==> src/rtl/harness_exit_pkg.sv <==
// Shared types and constants for the harness end-of-test monitor.
// Latency: n/a (declarations only).
// Backpressure: n/a.
package harness_exit_pkg;

   // Monitor life cycle: settle after reset, run, then a terminal verdict
   typedef enum logic [1:0] {
      ST_SETTLE = 2'd0,
      ST_RUN    = 2'd1,
      ST_PASS   = 2'd2,
      ST_FAIL   = 2'd3
   } state_e;

   // Why the monitor failed; REASON_NONE while not in FAIL
   typedef enum logic [1:0] {
      REASON_NONE = 2'd0,
      REASON_EXIT = 2'd1,
      REASON_WDOG = 2'd2,
      REASON_CMD  = 2'd3
   } reason_e;

   // Classification of a presented tohost word
   typedef enum logic [1:0] {
      DEC_IGNORE  = 2'd0,
      DEC_EXIT    = 2'd1,
      DEC_PUTCHAR = 2'd2,
      DEC_OTHER   = 2'd3
   } dec_e;

   // Low 64 bits of a tohost word: device, command, payload
   typedef struct packed {
      logic [7:0]  dev;
      logic [7:0]  cmd;
      logic [47:0] payload;
   } tohost_hdr_t;

   localparam logic [7:0] DEV_SYS     = 8'd0;
   localparam logic [7:0] DEV_CONSOLE = 8'd1;
   localparam logic [7:0] CMD_PUTCHAR = 8'd1;

endpackage

==> src/rtl/harness_watchdog.sv <==
// Idle-cycle watchdog: saturating counter cleared by activity, held at zero when disabled.
// Latency: expired is combinational from the registered count and current clear/limit.
// Backpressure: none; observes activity only.
module harness_watchdog #(
   parameter int WDOG_W = 32
) (
   input  logic              clock,
   input  logic              reset,
   input  logic              enable,
   input  logic              clear,
   input  logic [WDOG_W-1:0] limit,
   output logic              expired
);

   logic [WDOG_W-1:0] count;

   // Count idle cycles while enabled; any activity or disable restarts from zero
   always_ff @(posedge clock) begin
      if (reset || !enable || clear) begin
         count <= '0;
      end else if (count != '1) begin
         count <= count + WDOG_W'(1);
      end
   end

   // Activity in the same cycle wins over expiry; a zero limit disables it
   assign expired = enable && !clear && (limit != '0) && (count == limit);

endmodule

==> src/rtl/harness_exit_monitor.sv <==
// End-of-test monitor: decodes tohost exit/console words, runs a watchdog, latches a sticky verdict.
// Latency: verdict, reason, code and console pulse are registered, valid the cycle after the accept.
// Backpressure: tohost_ready is low only while settling after reset; terminal states drain words.
module harness_exit_monitor
   import harness_exit_pkg::*;
#(
   parameter int DATA_W        = 64,
   parameter int CODE_W        = 32,
   parameter int WDOG_W        = 32,
   parameter int SETTLE_CYCLES = 4
) (
   input  logic              clock,
   input  logic              reset,
   input  logic              tohost_valid,
   output logic              tohost_ready,
   input  logic [DATA_W-1:0] tohost_data,
   input  logic              heartbeat,
   input  logic [WDOG_W-1:0] wdog_limit,
   output logic              io_success,
   output logic              io_failure,
   output logic [1:0]        fail_reason,
   output logic [CODE_W-1:0] fail_code,
   output logic              console_valid,
   output logic [7:0]        console_char
);

   localparam int SET_W = $clog2(SETTLE_CYCLES + 1);

   state_e            state;
   state_e            state_nxt;
   logic [SET_W-1:0]  settle_cnt;
   tohost_hdr_t       hdr;
   dec_e              dec;
   logic              accept;
   logic              wdog_expired;
   logic [CODE_W-1:0] exit_code;
   reason_e           reason_q;
   reason_e           reason_nxt;
   logic [CODE_W-1:0] code_nxt;
   logic              putchar;

   assign hdr       = tohost_hdr_t'(tohost_data[63:0]);
   assign exit_code = tohost_data[CODE_W:1];
   assign accept    = tohost_valid && tohost_ready;

   harness_watchdog #(
      .WDOG_W (WDOG_W)
   ) u_wdog (
      .clock   (clock),
      .reset   (reset),
      .enable  (state == ST_RUN),
      .clear   (heartbeat || accept),
      .limit   (wdog_limit),
      .expired (wdog_expired)
   );

   // Classify the presented word regardless of state; only RUN acts on it
   always_comb begin
      if (hdr == '0) begin
         dec = DEC_IGNORE;
      end else if (hdr.dev == DEV_SYS && hdr.payload[0]) begin
         dec = DEC_EXIT;
      end else if (hdr.dev == DEV_CONSOLE && hdr.cmd == CMD_PUTCHAR) begin
         dec = DEC_PUTCHAR;
      end else begin
         dec = DEC_OTHER;
      end
   end

   // State register and settle countdown
   always_ff @(posedge clock) begin
      if (reset) begin
         state      <= ST_SETTLE;
         settle_cnt <= SET_W'(SETTLE_CYCLES);
      end else begin
         state <= state_nxt;
         if (state == ST_SETTLE) begin
            settle_cnt <= settle_cnt - SET_W'(1);
         end
      end
   end

   // Next state plus the verdict details decided on the same edge
   always_comb begin
      state_nxt  = state;
      reason_nxt = reason_q;
      code_nxt   = fail_code;
      putchar    = 1'b0;
      unique case (state)
         ST_SETTLE: begin
            if (settle_cnt <= SET_W'(1)) state_nxt = ST_RUN;
         end
         ST_RUN: begin
            if (accept) begin
               unique case (dec)
                  DEC_EXIT: begin
                     if (exit_code == '0) begin
                        state_nxt = ST_PASS;
                     end else begin
                        state_nxt  = ST_FAIL;
                        reason_nxt = REASON_EXIT;
                        code_nxt   = exit_code;
                     end
                  end
                  DEC_PUTCHAR: putchar = 1'b1;
                  DEC_OTHER: begin
                     state_nxt  = ST_FAIL;
                     reason_nxt = REASON_CMD;
                     code_nxt   = CODE_W'({hdr.dev, hdr.cmd});
                  end
                  default: ;
               endcase
            end else if (wdog_expired) begin
               state_nxt  = ST_FAIL;
               reason_nxt = REASON_WDOG;
               code_nxt   = '0;
            end
         end
         default: ;
      endcase
   end

   // Sticky reason/code and the one-cycle console pulse
   always_ff @(posedge clock) begin
      if (reset) begin
         reason_q      <= REASON_NONE;
         fail_code     <= '0;
         console_valid <= 1'b0;
         console_char  <= 8'd0;
      end else begin
         reason_q      <= reason_nxt;
         fail_code     <= code_nxt;
         console_valid <= putchar;
         if (putchar) console_char <= hdr.payload[7:0];
      end
   end

   // Outputs that follow directly from the state; ready is held high after settling
   always_comb begin
      tohost_ready = (state != ST_SETTLE);
      io_success   = (state == ST_PASS);
      io_failure   = (state == ST_FAIL);
   end

   assign fail_reason = reason_q;

endmodule

==> config.mk <==
export PLATFORM = sky130hd
export DESIGN_NAME = harness_exit_monitor
export DESIGN_NICKNAME = d
export VERILOG_FILES = /design/src/rtl/harness_exit_pkg.sv /design/src/rtl/harness_watchdog.sv /design/src/rtl/harness_exit_monitor.sv
export SDC_FILE = /design/constraint.sdc
export NUM_CORES = 1
export LEC_CHECK = 0
export CELL_PAD_IN_SITES_DETAIL_PLACEMENT = 1
export CELL_PAD_IN_SITES_GLOBAL_PLACEMENT = 2
export CORE_MARGIN = 2
export CORE_UTILIZATION = 26
export CTS_CLUSTER_SIZE = 24
export DETAILED_ROUTE_END_ITERATION = 10
export PLACE_DENSITY = 0.88
export SLEW_MARGIN = 25
export SYNTH_ARGS = -nofsm -noshare
export SYNTH_HDL_FRONTEND = slang
export SYNTH_SLANG_ARGS = --single-unit
==> constraint.sdc <==
create_clock -name clock -period 2.89 [get_ports clock]
set_clock_uncertainty 0.05 [all_clocks]
set_input_delay 0.289 -clock clock [delete_from_list [all_inputs] [get_ports clock]]
set_output_delay 0.289 -clock clock [all_outputs]
set_load 0.01 [all_outputs]
* Word level (Yosys, flattened, before mapping)
Cells that the tools add are included. Widths: inputs -> output; s select.
Word-level totals: output and inout bits 46, word-level logic and storage cells 66, bits of input ports 100, register bits after elaboration 80
Cells by class: reduce and logical (&&, ||, !) cells 21, multiplexer cells 20, equality and inequality tests 15, $add $sub $neg 2, magnitude comparators 1
Operators with widths (count):
- $mux 32 | 3
- $logic_not 64->1 | 1
- $pmux 32 s2 | 1
- $add 32x1->32 const B | 1
- $eq 32x32->1 | 1
- $logic_not 32->1 | 1
- $ne 32x32->1 const B | 1
- $reduce_bool 32->1 | 1
- $eq 8x1->1 const B | 2
- $mux 2 | 8
- $pmux 2 s2 | 3
- $eq 2x2->1 const B | 4
- $logic_not 8->1 | 1
- $reduce_and 4->1 | 2
- $logic_and 1x1->1 | 6
- $ne 3x3->1 const B | 2
- $reduce_bool 2->1 | 3
- $mux 1 | 5
- $eq 2x1->1 const B | 2
- $ne 4x4->1 const B | 1
- $le 3x1->1 const B | 1
- $logic_or 1x1->1 | 3
- $ne 3x1->1 const B | 1
- $sub 3x1->3 const B | 1
- other kinds (3) | 4

* Depth between registers and ports, before layout
depth in word-level cells 10, gate-level depth with buffers 8

* Cells and area by module
From an unflattened synthesis, not the netlist that was laid out.
Unflattened totals: cell total of the unflattened synthesis 469, area total of the unflattened synthesis 4186.5 µm²
By module, submodules not included:
- harness_watchdog | area an instance 2112.0 µm², cells each 253, sequential area each 640.6 µm², instances 1
- harness_exit_monitor | area an instance 2074.5 µm², cells each 216, sequential area each 960.9 µm², instances 1

* Worst setup path after synthesis
Ideal clock, no wire load.
path kind in2reg, start in tohost_data[52], end reg fail_code[7], stages 7, buffers on the path 1, arrival time 2.222 ns, slack 0.481 ns, path through or4_4 -> nor3_2 -> or4b_4 -> a21oi_4 -> buf_4 -> mux2i_1 -> o32ai_1
On the way: word-level cells in the longest chain between the ends 8
RTL lines:
- from (decl) | RTL line harness_exit_monitor.sv:16 | input logic [DATA_W-1:0] tohost_data,
- $eq 8x1->1 | RTL line harness_exit_monitor.sv:63 | end else if (hdr.dev == DEV_CONSOLE && hdr.cmd == CMD_PUTCHAR) begin
- $logic_and 1x1->1 | RTL line harness_exit_monitor.sv:63
- $mux 1 | RTL line harness_exit_monitor.sv:63
- $mux 2 | RTL line harness_exit_monitor.sv:61 | end else if (hdr.dev == DEV_SYS && hdr.payload[0]) begin
- $mux 2 (*) | RTL line harness_exit_monitor.sv:59 | if (hdr == '0) begin
- $eq 2x1->1 or $eq 2x2->1 (tied branches) | RTL line harness_exit_monitor.sv:95 | unique case (dec)
- $ne 3x1->1 (no source line), or another cell as far along
- $reduce_and 4->1 (no source line) or $mux 32 (tied branches)
- to (signal assigned) | RTL line harness_exit_monitor.sv:132 | fail_code <= code_nxt;
- to (decl) | RTL line harness_exit_monitor.sv:22 | output logic [CODE_W-1:0] fail_code,
Mark *: on every way between the ends. The rest lies on a longest branch, timed or not. A chain may end at the register's enable or synchronous reset.

* Final worst setup path
start in tohost_data[13], end reg fail_code[30]
On the way: word-level cells in the longest chain between the ends 5
RTL lines (RTL line):
- $logic_not 64->1 | harness_exit_monitor.sv:59
- $mux 2 | harness_exit_monitor.sv:59
- $eq 2x1->1 or $eq 2x2->1 (tied branches) | harness_exit_monitor.sv:95
- $ne 3x1->1 (no source line), or another cell as far along
- $reduce_and 4->1 (no source line) or $mux 32 (tied branches)
Parallel ways exist; a longest one is shown, timed or not.

==> qor_table.md <==
| Metric | Value | Unit |
|---|---|---|
| Wire length on met3 | 778 | um |
| Crit path capture | fail_code[30] | - |
| Prevailing post-synth register cell | sky130_fd_sc_hd__dfxtp_1 | - |
| Detailed router's first-iteration violation count | 178 | - |
| Actual transition at the worst max-transition pin | 0.630 | ns |
| Dpl hpwl | 11.7 | mm |
| R2R cell count | 7 | - |
| Insertion delay to the later sink of the worst-skew pair | 0.34 | ns |
| Remaining max-slew budget at the tightest pin | 0.579 | - |
| Required time of the critical path | 3.11 | ns |
| Global-route wire length before repair | 24.0 | mm |
| Post-synthesis area per instance | 8.83 | um^2 |
| Summed negative setup slack over all endpoints | 0 | ns |
| Number of remaining DRC errors | 0 | - |
| Final Hold Vio Count | 0 | - |
| Unrepaired setup endpoints after global routing | false | - |
| Metal1 wirelength | 6.63 | mm |
| Effective utilization at floorplan | 0.267 | - |
| Most instantiated cells after synthesis | 80 x sky130_fd_sc_hd__dfxtp_1, 53 x sky130_fd_sc_hd__nor2_1, 50 x sky130_fd_sc_hd__xor2_1 | - |
| Worst setup slack after placement | -0.0891 | ns |
| Setup violation total in the final timing report | 0 | - |
| Fin worst setup slack | 0.225 | ns |
| Number of different library cells in the post-synthesis netlist | 46 | - |
| Netlist Area Pre-Place | 0.00426 | mm^2 |
| Placed instance count | 842 | - |
| Number of max-cap violations | 0 | - |
| Routed wirelength normalized by instance count | 17.2 | um |
| Total number of nets in the final design | 740 | - |
| Global-route total usage across every layer | 0.171 | - |
| Total power | 2970 | uW |
| Post-CTS resize count | 0 | - |
| Worst-case register-to-register setup slack | 0.31 | ns |
| Number of setup buffers added after CTS | 0 | - |
| Post-synth ARST share | 0 | - |
| Root cell of the clock tree | sky130_fd_sc_hd__clkbuf_16 | - |
| Sum of overflow across all layers after global routing | 0 | - |
| Clock period minus worst slack | 2.66 | ns |
| Critical setup path kind | input pin to flop | - |
| Clock buffers created by TritonCTS | 9 | - |
| Boundary Pins | 146 | - |
| Hold buffer count at CTS | 0 | - |
| Worst ir drop on vdd | 0.257 | mV |
| Worst Hold Launch | reset | - |
| Class of the tightest hold or removal check | input pin to flop | - |
| Gate count of the mapped netlist | 482 | - |
| FF-to-FF End | fail_code[22] | - |
| Dominant cell by count in the synthesized netlist | sky130_fd_sc_hd__dfxtp_1 | - |
| Antenna violations before repair | 0 | - |
| Number of nets with antenna violations after detailed routing | 0 | - |
| Maximum frequency from static timing analysis | 375 | MHz |
| Part of the cycle the worst path needs | 0.922 | - |
| Total of warnings raised by yosys | 0 | - |
| TritonCTS clock tree | yes | - |
| Area share of the leading cell type in the synthesized netlist | 0.376 | - |
| Maximum clock path buffer count | 2 | - |
| Die extent in x | 132 | um |
| Cell leakage power | 0.00212 | uW |
| Highest routing layer actually used | met4 | - |
| Pwr per Cell Area | 467 | mW/mm^2 |
| Number of synthesized flops with an enable pin | 0 | - |
| Outcome | completed | - |
| Cell accounting for the most synthesized area | sky130_fd_sc_hd__dfxtp_1 | - |
| Maximum number of pins on one net before global-route repair | 42 | - |
| Overall via count from detail_route | 4261 | - |
| Quantity of I/O buffers inserted on ports | 145 | - |
| Number of global-route vias before repair | 4593 | - |
| Count of clock tree sinks | 80 | - |
| Final count of pins violating max slew | 0 | - |
| Via/cell ratio | 4.96 | - |
| Area growth syn-to-layout | 49.2 | % |
| Highest fanout seen on the critical path | 16 | - |
| Startpoint class of the critical path | input pin | - |
| Die footprint | 0.0174 | mm^2 |
| Clock Pin Slew Worst Setup and Hold Paths | 0.06 | ns |
| Arrival time at the worst endpoint | 2.88 | ns |
| Number of levels the H-tree was split into | 3 | - |
| Wire length reported by the detailed router | 14.8 | mm |
| DIE HEIGHT | 132 | um |
| Synth Net Count | 585 | - |
| Core area | 0.0159 | mm^2 |
| Sequential share of the synthesized area | 0.376 | - |
| Category of the worst setup path capture point | flop | - |
| Pre-Repair DR Iteration Count | 6 | - |
| Top cells by area, synth | sky130_fd_sc_hd__dfxtp_1 38%, sky130_fd_sc_hd__xor2_1 10%, sky130_fd_sc_hd__mux2i_1 7.8%, sky130_fd_sc_hd__nor2_1 4.7%, sky130_fd_sc_hd__nor4_1 3.8% | - |
| Non-filler cells, final | 859 | - |
| Sum of met2 wire segment lengths after detailed routing | 7.18 | mm |
| Startpoint of the worst setup timing path | tohost_data[13] | - |
| Launching point of the worst reg2reg path | u_wdog.count[27] | - |
| Layout cell share with drive strength beyond 1 | 0.0732 | - |
| Rows | 46 | - |
| Post-synthesis register bit count | 80 | - |
| Routability congestion estimate from global placement | 0.842 | - |
## through the flow
stage / hold slack [ns] / instance area, um^2 / util
final: 0.419 / 6350 / 0.398
after global routing: 0.415 / 6350 / 0.398
after CTS: 0.398 / 6350 / 0.398
after detailed placement: 0.417 / 6040 / 0.379
after global placement: 0.411 / 6040 / 0.379
after floorplan: 0.383 / 4260 / -
## power by group
group | total (uW) | internal (uW) | switching (uW)
combinational | 580 | 318 | 262
clock | 1190 | 714 | 474
sequential | 1200 | 1160 | 41.8
## cell type report
| type | instances | area [um^2] |
|---|---|---|
| Antenna cell | 1 | 2.50 |
| Clock buffer | 11 | 253 |
| Clock inverter | 5 | 55.1 |
| Fill cell | 1827 | 9590 |
| Inverter | 24 | 90.1 |
| Multi-Input combinational cell | 358 | 2480 |
| Sequential cell | 80 | 1600 |
| Tap cell | 216 | 270 |
| Timing Repair Buffer | 164 | 1600 |
## logic make-up after synthesis
logic type | Yosys count | synth area share
AO/OA/AOI/OAI | 49 | 0.0852
XOR/XNOR | 60 | 0.123
adder cells (fa/ha/maj) | 3 | 0.00882
buffers and inverters | 44 | 0.0420
flip-flops | 80 | 0.376
multiplexers | 34 | 0.0802
AND/OR/NAND/NOR | 212 | 0.284
## metal layers
| metal | global-route usage | up-vias |
|---|---|---|
| met1 | 0.211 | 2053 |
| met4 | 0.0441 | 0 |
| met5 | 0 | - |
| met2 | 0.296 | 151 |
| met3 | 0.0461 | 13 |
| li1 | - | 2044 |
## registers in the layout, indices dropped and copies added (netlist names)
signal / cells
fail_reason: 2
console_valid: 1
console_char: 8
state: 2
settle_cnt: 3
fail_code: 32
u_wdog.count: 32
## worst min path at each step
stage	cells after the start	slack (ns)	to
5_1_grt	3	0.41	console_char[1]
6_report	3	0.42	console_char[3]
3_5_place_dp	2	0.42	fail_code[13]
4_1_cts	3	0.40	console_char[3]
3_3_place_gp	2	0.41	fail_code[4]
2_1_floorplan	2	0.38	fail_code[10]
## critical path: stages
cell and delay, ns:
sky130_fd_sc_hd__clkdlybuf4s50_1 0.47, sky130_fd_sc_hd__nor4_1 0.59, sky130_fd_sc_hd__nand4_1 0.17, sky130_fd_sc_hd__or4b_4 0.59, sky130_fd_sc_hd__a211oi_4 0.27, sky130_fd_sc_hd__buf_4 0.26, sky130_fd_sc_hd__nand3b_1 0.10, sky130_fd_sc_hd__mux2i_1 0.14
## cells in the final DEF (no fill, tap or decap), types with 10 or more instances in the layout
master and count:
sky130_fd_sc_hd__clkdlybuf4s50_1 144, sky130_fd_sc_hd__dfxtp_1 80, sky130_fd_sc_hd__nor2_1 53, sky130_fd_sc_hd__xor2_1 50, sky130_fd_sc_hd__mux2i_1 33, sky130_fd_sc_hd__nor4_1 26
sky130_fd_sc_hd__inv_1 24, sky130_fd_sc_hd__nand4_1 24, sky130_fd_sc_hd__nand2b_1 18, sky130_fd_sc_hd__buf_4 18, sky130_fd_sc_hd__nand3_1 17, sky130_fd_sc_hd__nand3b_1 17
sky130_fd_sc_hd__a21oi_1 16, sky130_fd_sc_hd__o32ai_1 16, sky130_fd_sc_hd__nor3_1 12, sky130_fd_sc_hd__xnor2_1 10
(Power assumes the default switching activity.)
